`config.mk`:
```
export PLATFORM = sky130hd
export DESIGN_NAME = conv_scheduler
export DESIGN_NICKNAME = d
export VERILOG_FILES = /design/src/rtl/conv_pkg.sv /design/src/rtl/conv_tag_pipe.sv /design/src/rtl/conv_scheduler.sv
export SDC_FILE = /design/constraint.sdc
export NUM_CORES = 1
export LEC_CHECK = 0
export ABC_AREA = 1
export CELL_PAD_IN_SITES_DETAIL_PLACEMENT = 0
export CELL_PAD_IN_SITES_GLOBAL_PLACEMENT = 1
export CORE_UTILIZATION = 32
export DETAILED_ROUTE_END_ITERATION = 7
export DONT_BUFFER_PORTS = 1
export HOLD_SLACK_MARGIN = 0.02
export PLACE_DENSITY_LB_ADDON = 0.1
export SLEW_MARGIN = 20
export SYNTH_ARGS = -nofsm -noshare
export SYNTH_HDL_FRONTEND = slang
export SYNTH_SLANG_ARGS = --single-unit
```
`constraint.sdc`:
```
create_clock -name clk -period 4.2 [get_ports clk]
set_clock_uncertainty 0.1 [all_clocks]
set_input_delay 0.63 -clock clk [delete_from_list [all_inputs] [get_ports clk]]
set_output_delay 0.63 -clock clk [all_outputs]
set_load 0.03 [all_outputs]
```
`src/rtl/conv_pkg.sv`:
```
// Shared types and helpers for the image-BRAM to convolutor sequencer.
// Default geometry lives here; the top derives its own sizes from its parameters.
package conv_pkg;

  typedef enum logic [1:0] {
    IDLE  = 2'd0,
    RUN   = 2'd1,
    DRAIN = 2'd2,
    DONE  = 2'd3
  } conv_state_e;

  function automatic int clog2(input int value);
    int res;
    res = 0;
    while ((1 << res) < value) res++;
    return res;
  endfunction

  localparam int N_DEF        = 4;
  localparam int K_DEF        = 3;
  localparam int RD_LAT_DEF   = 1;
  localparam int CONV_LAT_DEF = 1;
  localparam int NUM_PIX      = N_DEF * N_DEF;
  localparam int OUT_DIM      = N_DEF - K_DEF + 1;
  localparam int PIPE_LAT     = RD_LAT_DEF + CONV_LAT_DEF;

endpackage

```
`src/rtl/conv_tag_pipe.sv`:
```
// Shift register carrying {vld, row, col} for each issued read alongside the
// BRAM and convolutor latency; the whole chain freezes when en is low.
module conv_tag_pipe #(
  parameter int DEPTH = 2,
  parameter int TAP   = 1,
  parameter int IDX_W = 2
) (
  input  logic             clk,
  input  logic             rst,
  input  logic             en,
  input  logic             in_vld,
  input  logic [IDX_W-1:0] in_r,
  input  logic [IDX_W-1:0] in_c,
  output logic             tap_vld,
  output logic             inflight,
  output logic             out_vld,
  output logic [IDX_W-1:0] out_r,
  output logic [IDX_W-1:0] out_c
);

  // Element i holds the tag i+1 enabled cycles after its read was issued.
  logic [DEPTH-1:0] vld_q;
  logic [IDX_W-1:0] r_q [DEPTH];
  logic [IDX_W-1:0] c_q [DEPTH];

  always_ff @(posedge clk) begin
    if (rst) begin
      vld_q <= '0;
      for (int i = 0; i < DEPTH; i++) begin
        r_q[i] <= '0;
        c_q[i] <= '0;
      end
    end else if (en) begin
      vld_q  <= {vld_q[DEPTH-2:0], in_vld};
      r_q[0] <= in_r;
      c_q[0] <= in_c;
      for (int i = 1; i < DEPTH; i++) begin
        r_q[i] <= r_q[i-1];
        c_q[i] <= c_q[i-1];
      end
    end
  end

  assign tap_vld  = vld_q[TAP-1];
  // Everything except the final stage; the final stage is judged via out_valid.
  assign inflight = |vld_q[DEPTH-2:0];
  assign out_vld  = vld_q[DEPTH-1];
  assign out_r    = r_q[DEPTH-1];
  assign out_c    = c_q[DEPTH-1];

endmodule

```
`src/rtl/conv_scheduler.sv`:
```
// Streams one N x N frame from the image BRAM in raster order, drives the
// convolutor enable and flags only the legal window positions downstream.
module conv_scheduler
  import conv_pkg::*;
#(
  parameter int N        = N_DEF,
  parameter int K_SIZE   = K_DEF,
  parameter int ADDR_W   = 14,
  parameter int RD_LAT   = RD_LAT_DEF,
  parameter int CONV_LAT = CONV_LAT_DEF,
  parameter int IDX_W    = (clog2(N) < 1) ? 1 : clog2(N)
) (
  input  logic              clk,
  input  logic              rst,
  input  logic              start,
  output logic              busy,
  output logic              done,
  output logic              mem_en,
  output logic [ADDR_W-1:0] mem_addr,
  output logic              conv_en,
  output logic              out_valid,
  input  logic              out_ready,
  output logic [IDX_W-1:0]  out_row,
  output logic [IDX_W-1:0]  out_col,
  output conv_state_e       state_dbg
);

  localparam int PIX_CNT = N * N;
  localparam int PIX_W   = (clog2(PIX_CNT) < 1) ? 1 : clog2(PIX_CNT);
  localparam int LAT     = RD_LAT + CONV_LAT;

  localparam logic [IDX_W-1:0] KM1    = IDX_W'(K_SIZE - 1);
  localparam logic [IDX_W-1:0] LAST_C = IDX_W'(N - 1);
  localparam logic [PIX_W-1:0] LAST_P = PIX_W'(PIX_CNT - 1);

  conv_state_e      state;
  logic [PIX_W-1:0] p;
  logic [IDX_W-1:0] r;
  logic [IDX_W-1:0] c;

  logic             stall;
  logic             issue;
  logic             tap_vld;
  logic             inflight;
  logic             fin_vld;
  logic [IDX_W-1:0] fin_r;
  logic [IDX_W-1:0] fin_c;

  // Handshake: a result transfers on out_valid & out_ready; an unaccepted
  // result freezes reads, the tag chain, the counters and the output tags.
  assign stall = out_valid & ~out_ready;
  assign issue = (state == RUN) & ~stall;

  assign mem_en    = issue;
  assign mem_addr  = ADDR_W'(p);
  assign conv_en   = tap_vld & ~stall;
  assign busy      = (state != IDLE);
  assign done      = (state == DONE);
  assign state_dbg = state;

  // Wrap-around windows (row or col too small) travel through but are never flagged.
  assign out_valid = fin_vld & (fin_r >= KM1) & (fin_c >= KM1);
  assign out_row   = out_valid ? (fin_r - KM1) : '0;
  assign out_col   = out_valid ? (fin_c - KM1) : '0;

  conv_tag_pipe #(
    .DEPTH (LAT),
    .TAP   (RD_LAT),
    .IDX_W (IDX_W)
  ) u_tag_pipe (
    .clk      (clk),
    .rst      (rst),
    .en       (~stall),
    .in_vld   (issue),
    .in_r     (r),
    .in_c     (c),
    .tap_vld  (tap_vld),
    .inflight (inflight),
    .out_vld  (fin_vld),
    .out_r    (fin_r),
    .out_c    (fin_c)
  );

  always_ff @(posedge clk) begin
    if (rst) begin
      state <= IDLE;
      p     <= '0;
      r     <= '0;
      c     <= '0;
    end else begin
      case (state)
        IDLE: begin
          if (start) begin
            state <= RUN;
            p     <= '0;
            r     <= '0;
            c     <= '0;
          end
        end
        RUN: begin
          if (!stall) begin
            if (p == LAST_P) begin
              state <= DRAIN;
            end else begin
              p <= p + PIX_W'(1);
              if (c == LAST_C) begin
                c <= '0;
                r <= r + IDX_W'(1);
              end else begin
                c <= c + IDX_W'(1);
              end
            end
          end
        end
        DRAIN: begin
          // Final stage leaves this cycle when its result is absent or taken.
          if (!inflight && (!out_valid || out_ready)) state <= DONE;
        end
        DONE: begin
          state <= IDLE;
          p     <= '0;
          r     <= '0;
          c     <= '0;
        end
        default: state <= IDLE;
      endcase
    end
  end

endmodule

```
==> impl_metrics.py, run 1 <==
metrics = {
    "power_and_ir_drop": {
        "ir_drop_mv": 0.158,
        "combPwrFrac": 0.410,
        "power.switching_mw": 0.329,
        "p_leak_nw": 0.523,
        "power.share.sequential": 0.451,
        "swShare": 0.470,
        "clockPowerShare": 0.140,
        "power-per-cell-area_mw_per_mm2": 593,
        "p_int_mw": 0.371,
        "finalPower_mw": 0.700,
    },
    "sta": {
        "finalCriticalPeriod_ns": 2.66,
        "setup_viol": 0,
        "fmax_mhz": 376,
        "drv_slew": 0,
        "rsz0062_at_grt": "false",
        "worst_slew_pin_slew_ns": 0.651,
        "holdWs_ns": 0.271,
        "tns_ns": 0,
        "period_share": 0.633,
        "finalHoldViolCount": 0,
        "slew_headroom": 0.564,
        "setup_slack_ns": 1.54,
    },
    "die": {
        "io_pins": 29,
        "std_cell_rows": 21,
        "core_mm2": 0.00339,
        "dieArea_mm2": 0.00382,
        "start_util": 0.338,
        "dieHeight_um": 61.8,
        "fp.dieW_um": 61.8,
    },
    "clock_network": {
        "ctsHoldBuffers": 0,
        "clkLatencyLatePin_ns": 0.31,
        "clk_path_buf_depth": 2,
        "post_cts_buffers": 0,
        "cts_buffers": 3,
        "cts_tree": "built",
        "cts_resized": 0,
        "htreeDepth": 1,
        "clkSlewWorstSetupHoldPaths_ns": 0.12,
        "cts_root_buf": "clkbuf_4",
        "clock_sinks": 20,
    },
    "grt": {
        "grt_usage": 0.123,
        "grtUsageMet2": 0.195,
        "grt_max_degree": 12,
        "grt_busiest_layer": "met2",
        "grt_pass1_vias": 742,
        "grt-ovfl-total": 0,
        "met1_usage": 0.163,
        "met3_usage": 0.0311,
        "grt_pass1_wl_mm": 3.37,
        "antenna_found_initial": 0,
    },
    "worst_setup_path": {
        "start_kind": "register",
        "crit_type": "reg2out",
        "cp.required_ns": 3.47,
        "slowest_stage": "dfxtp_1",
        "max_stage_delay_ns": 0.60,
        "crit_family": "flip-flops",
        "crit_arrival_ns": 1.93,
        "worst-path-max-fanout": 7,
        "crit_path_end_kind": "output pin",
        "crit_buf_inv": 1,
        "crit_path_cell_trace": "ha_1 -> inv_2 -> nor2_1",
    },
    "min_path": {
        "hold_class": "in2reg",
    },
    "placed_design": {
        "placed_cells": 193,
        "dpl.hpwl_mm": 1.59,
        "pre_cts_slack_ns": 1.87,
        "portBuffers": 0,
        "placed_cell_area_mm2": 0.00115,
        "gp_congestion": 0.754,
    },
    "yosys": {
        "ys_types": 22,
        "yosysSeqAreaShare": 0.420,
        "yosys_warnings": 0,
        "ys_ff_latch": 20,
        "synth_area_mm2": 0.00114,
        "synthCells": 148,
        "avgSynthCellArea_um2": 7.74,
    },
    "final_layout": {
        "antenna_cells": 0,
        "post-route-util": 0.348,
        "drive_gt1_frac": 0.0861,
        "syn2layout_area_growth_pct": 3.06,
        "final_cells": 197,
        "num-nets-final": 163,
        "mostFrequentLayoutCells": "nor2_1 (33), inv_1 (23), nand2_1 (19), conb_1 (12), dfxtp_1 (12)",
        "num-fill-cells": 366,
        "final_common_cell": "nor2_1",
        "design_area_mm2": 0.00118,
    },
    "routing": {
        "finalWirelength_mm": 2.13,
        "via_per_inst": 4.24,
        "vias": 836,
        "initialDrtViolationCount": 32,
        "wire_per_inst_um": 10.8,
        "first_pass_iters": 4,
        "drc_errors": 0,
        "ant_nets": 0,
    },
    "outcome": {
        "status": "completed",
    },
    "flow_run": {
        "maxCapViolCount": 0,
    },
}
[sequential cells by signal, summed over array words and instances, names as in the netlist]
signal,count
c,2
p,4
r,2
state_dbg,2
u_tag_pipe.c_q,4
u_tag_pipe.r_q,4
u_tag_pipe.vld_q,2
[layer usage]
layer  part of all wire  wire (um)  vias up
li1                   -          -      442
met1               0.48       1020      373
met2               0.47       1010       19
met5                  0          0        -
met4             0.0080         17        0
met3              0.040         86        2
[worst register-to-register path, stage by stage (launching register included)]
cell	delay [ns]
dfxtp_1	0.60
inv_1	0.16
ha_1	0.22
inv_1	0.22
or2_2	0.21
nand2_2	0.09
nor2_1	0.29
nand2_1	0.08
nand2_1	0.06
nor2_1	0.04
[synthesized netlist by cell type]
library cell  count  area share
or2_1             1      0.0055
nand2_2           1      0.0055
o21ai_2           2       0.015
ha_1              7       0.076
or2_2             1      0.0055
nand4_1           1      0.0055
dfxtp_1          12        0.21
inv_2             1      0.0033
a21oi_1           5       0.022
xor2_1            1      0.0077
xnor2_1           2       0.015
nand3_1           7       0.031
buf_4            12       0.079
o21ai_0           4       0.017
o21ai_1           2      0.0087
nor2_2            3       0.016
conb_1            1      0.0033
inv_1            23       0.075
nor2_1           33        0.11
nand3_2           2       0.017
edfxtp_1          8        0.21
nand2_1          19       0.062
[power groups by stage]
stage	registers, mW	logic (mW)	clock network (mW)
after floorplan	0.312	0.252	0
after global placement	0.320	0.290	0
after detailed placement	0.322	0.289	0
after CTS	0.317	0.292	0.101
after global routing	0.324	0.329	0.109
final	0.316	0.287	0.0978
[cell type report]
class	count	area [um2]	share of cell area
Clock buffer	3	22.5	0.0191
Clock inverter	1	3.75	0.00318
Inverter	24	90.1	0.0764
Multi-Input combinational cell	103	526	0.445
Sequential cell	20	480	0.407
Tap cell	46	57.6	0.0488
[cell families (layout without fill, tap and decap cells)]
logic type      count (synthesis)  after routing  synth area share
other cells                     1             12           0.00328
fa+ha+maj                       7              7            0.0765
compound gates                 13             13            0.0634
simple gates                   68             68             0.257
flops                          20             20             0.420
buf+inv                        36             28             0.157
xor+xnor                        3              3            0.0230
[worst paths after layout]
| check | from | end | slack [ns] | cells past startpoint |
|---|---|---|---|---|
| hold reg to reg | r[1]$_SDFFE_PP0P_ | r[1]$_SDFFE_PP0P_ | 0.43 | 2 |
| setup / recovery | state_dbg[0]$_SDFFE_PP0P_ | mem_en | 1.54 | 3 |
| hold / removal | rst | p[3]$_SDFFE_PP0P_ | 0.27 | 1 |
| setup reg to reg | state_dbg[0]$_SDFFE_PP0P_ | p[0]$_SDFFE_PP0P_ | 2.02 | 9 |
No activity file was read; power rests on OpenSTA's default activity.
==> run 2: changes to the inputs <==
Clock period 4.2 ns to 2.2 ns, I/O delays scaled along.
==> impl_metrics.py, run 2 (synthesis gave the netlist of run 1 again) <==
metrics = {
    "routing": {
        "finalWirelength_mm": 2.14,
        "drc_errors": 0,
        "wire_per_inst_um": 10.3,
        "ant_nets": 0,
        "vias": 884,
        "via_per_inst": 4.27,
        "initialDrtViolationCount": 39,
        "first_pass_iters": 4,
    },
    "sta": {
        "worst_slew_pin_slew_ns": 0.558,
        "drv_slew": 0,
        "rsz0062_at_grt": "false",
        "setup_slack_ns": 0.343,
        "holdWs_ns": 0.159,
        "finalCriticalPeriod_ns": 1.86,
        "finalHoldViolCount": 0,
        "setup_viol": 0,
        "fmax_mhz": 538,
        "slew_headroom": 0.626,
        "period_share": 0.844,
        "tns_ns": 0,
    },
    "worst_setup_path": {
        "r2r_slack_ns": 0.49,
        "max_stage_delay_ns": 0.40,
        "crit_family": "flip-flops",
        "crit_type": "reg2out",
        "crit_buf_inv": 2,
        "crit_arrival_ns": 1.43,
        "slowest_stage": "dfxtp_1",
        "worst-path-max-fanout": 7,
        "crit_path_cell_trace": "ha_1 -> inv_2 -> nor2_1 -> buf_4",
        "cp.required_ns": 1.77,
        "start_kind": "register",
        "crit_path_end_kind": "output pin",
    },
    "placed_design": {
        "gp_congestion": 0.751,
        "portBuffers": 0,
        "placed_cell_area_mm2": 0.00122,
        "pre_cts_slack_ns": 0.508,
        "dpl.hpwl_mm": 1.66,
        "placed_cells": 202,
    },
    "die": {
        "start_util": 0.338,
        "io_pins": 29,
        "core_mm2": 0.00339,
        "std_cell_rows": 21,
        "dieArea_mm2": 0.00382,
        "fp.dieW_um": 61.8,
        "dieHeight_um": 61.8,
    },
    "grt": {
        "grt_pass1_vias": 778,
        "grt_busiest_layer": "met2",
        "grtUsageMet2": 0.210,
        "grt-ovfl-total": 0,
        "met3_usage": 0.0248,
        "met1_usage": 0.164,
        "grt_usage": 0.128,
        "antenna_found_initial": 0,
        "grt_pass1_wl_mm": 3.49,
        "grt_max_degree": 13,
    },
    "clock_network": {
        "cts_buffers": 3,
        "clock_sinks": 20,
        "cts_root_buf": "clkbuf_4",
        "htreeDepth": 1,
        "cts_tree": "built",
        "cts_resized": 0,
        "post_cts_buffers": 0,
        "clkLatencyLatePin_ns": 0.30,
        "ctsHoldBuffers": 1,
        "clk_path_buf_depth": 2,
        "clkSlewWorstSetupHoldPaths_ns": 0.12,
    },
    "power_and_ir_drop": {
        "finalPower_mw": 1.53,
        "power-per-cell-area_mw_per_mm2": 1190,
        "ir_drop_mv": 0.460,
        "p_leak_nw": 0.587,
    },
    "flow_run": {
        "maxCapViolCount": 0,
    },
    "min_path": {
        "hold_class": "in2reg",
    },
    "final_layout": {
        "final_cells": 207,
        "post-route-util": 0.379,
        "mostFrequentLayoutCells": "nor2_1 (33), inv_1 (23), nand2_1 (19), conb_1 (12), dfxtp_1 (12)",
        "seq_area_um2": 480,
        "antenna_cells": 0,
        "drive_gt1_frac": 0.143,
        "final_common_cell": "nor2_1",
        "num-fill-cells": 356,
        "syn2layout_area_growth_pct": 12.1,
        "multi_input_area_um2": 526,
        "design_area_mm2": 0.00128,
        "top_regs": "p x4, u_tag_pipe.c_q x4, u_tag_pipe.r_q x4",
        "num-nets-final": 173,
    },
    "outcome": {
        "status": "completed",
    },
}
run 2: changes by cell type in the layout (fill, tap and decap cells not counted), sizes merged:
| cell | delta |
|---|---|
| bufinv | +1 |
| dlygate4sd3 | +1 |
| clkinv | -1 |
| buf | +9 |
run 2: where the power goes:
part | total, mW | switching, mW | internal (mW)
logic | 0.708 | 0.474 | 0.235
registers | 0.520 | 0.0507 | 0.470
clock network | 0.300 | 0.116 | 0.184
total | 1.53 | 0.640 | 0.888
run 2: cell type report:
class,instances,share of cell area
clock buffers,3,0.0175
clock inverters,1,0.0234
inverters,24,0.0702
multi-input cells,103,0.409
flip-flops and latches,20,0.374
well taps,46,0.0448
repair buffers,10,0.0604
run 2: worst paths after layout:
check                                                 startpoint                               end  cells past startpoint
worst max-delay path                   state_dbg[0]$_SDFFE_PP0P_                            mem_en                      4
worst min-delay path                                   out_ready  u_tag_pipe.vld_q[1]$_SDFFE_PP0N_                      3
worst max register to register         state_dbg[1]$_SDFFE_PP0P_                 p[1]$_SDFFE_PP0P_                      8
worst min register to register  u_tag_pipe.vld_q[0]$_SDFFE_PP0N_  u_tag_pipe.vld_q[1]$_SDFFE_PP0N_                      2
run 2: worst reg2reg max path, cell delays in order, from the launching register on:
cell,delay (ns)
dfxtp_1,0.35
inv_1,0.07
ha_1,0.27
inv_2,0.15
nor2_1,0.08
nor2_2,0.11
nand3_2,0.20
o21ai_2,0.23
nor2_1,0.07
run 2: layer usage:
metal,routed length [um],vias up
li1,-,459
met1,1030,403
met2,998,20
met3,81,2
met4,26,0
met5,0,-
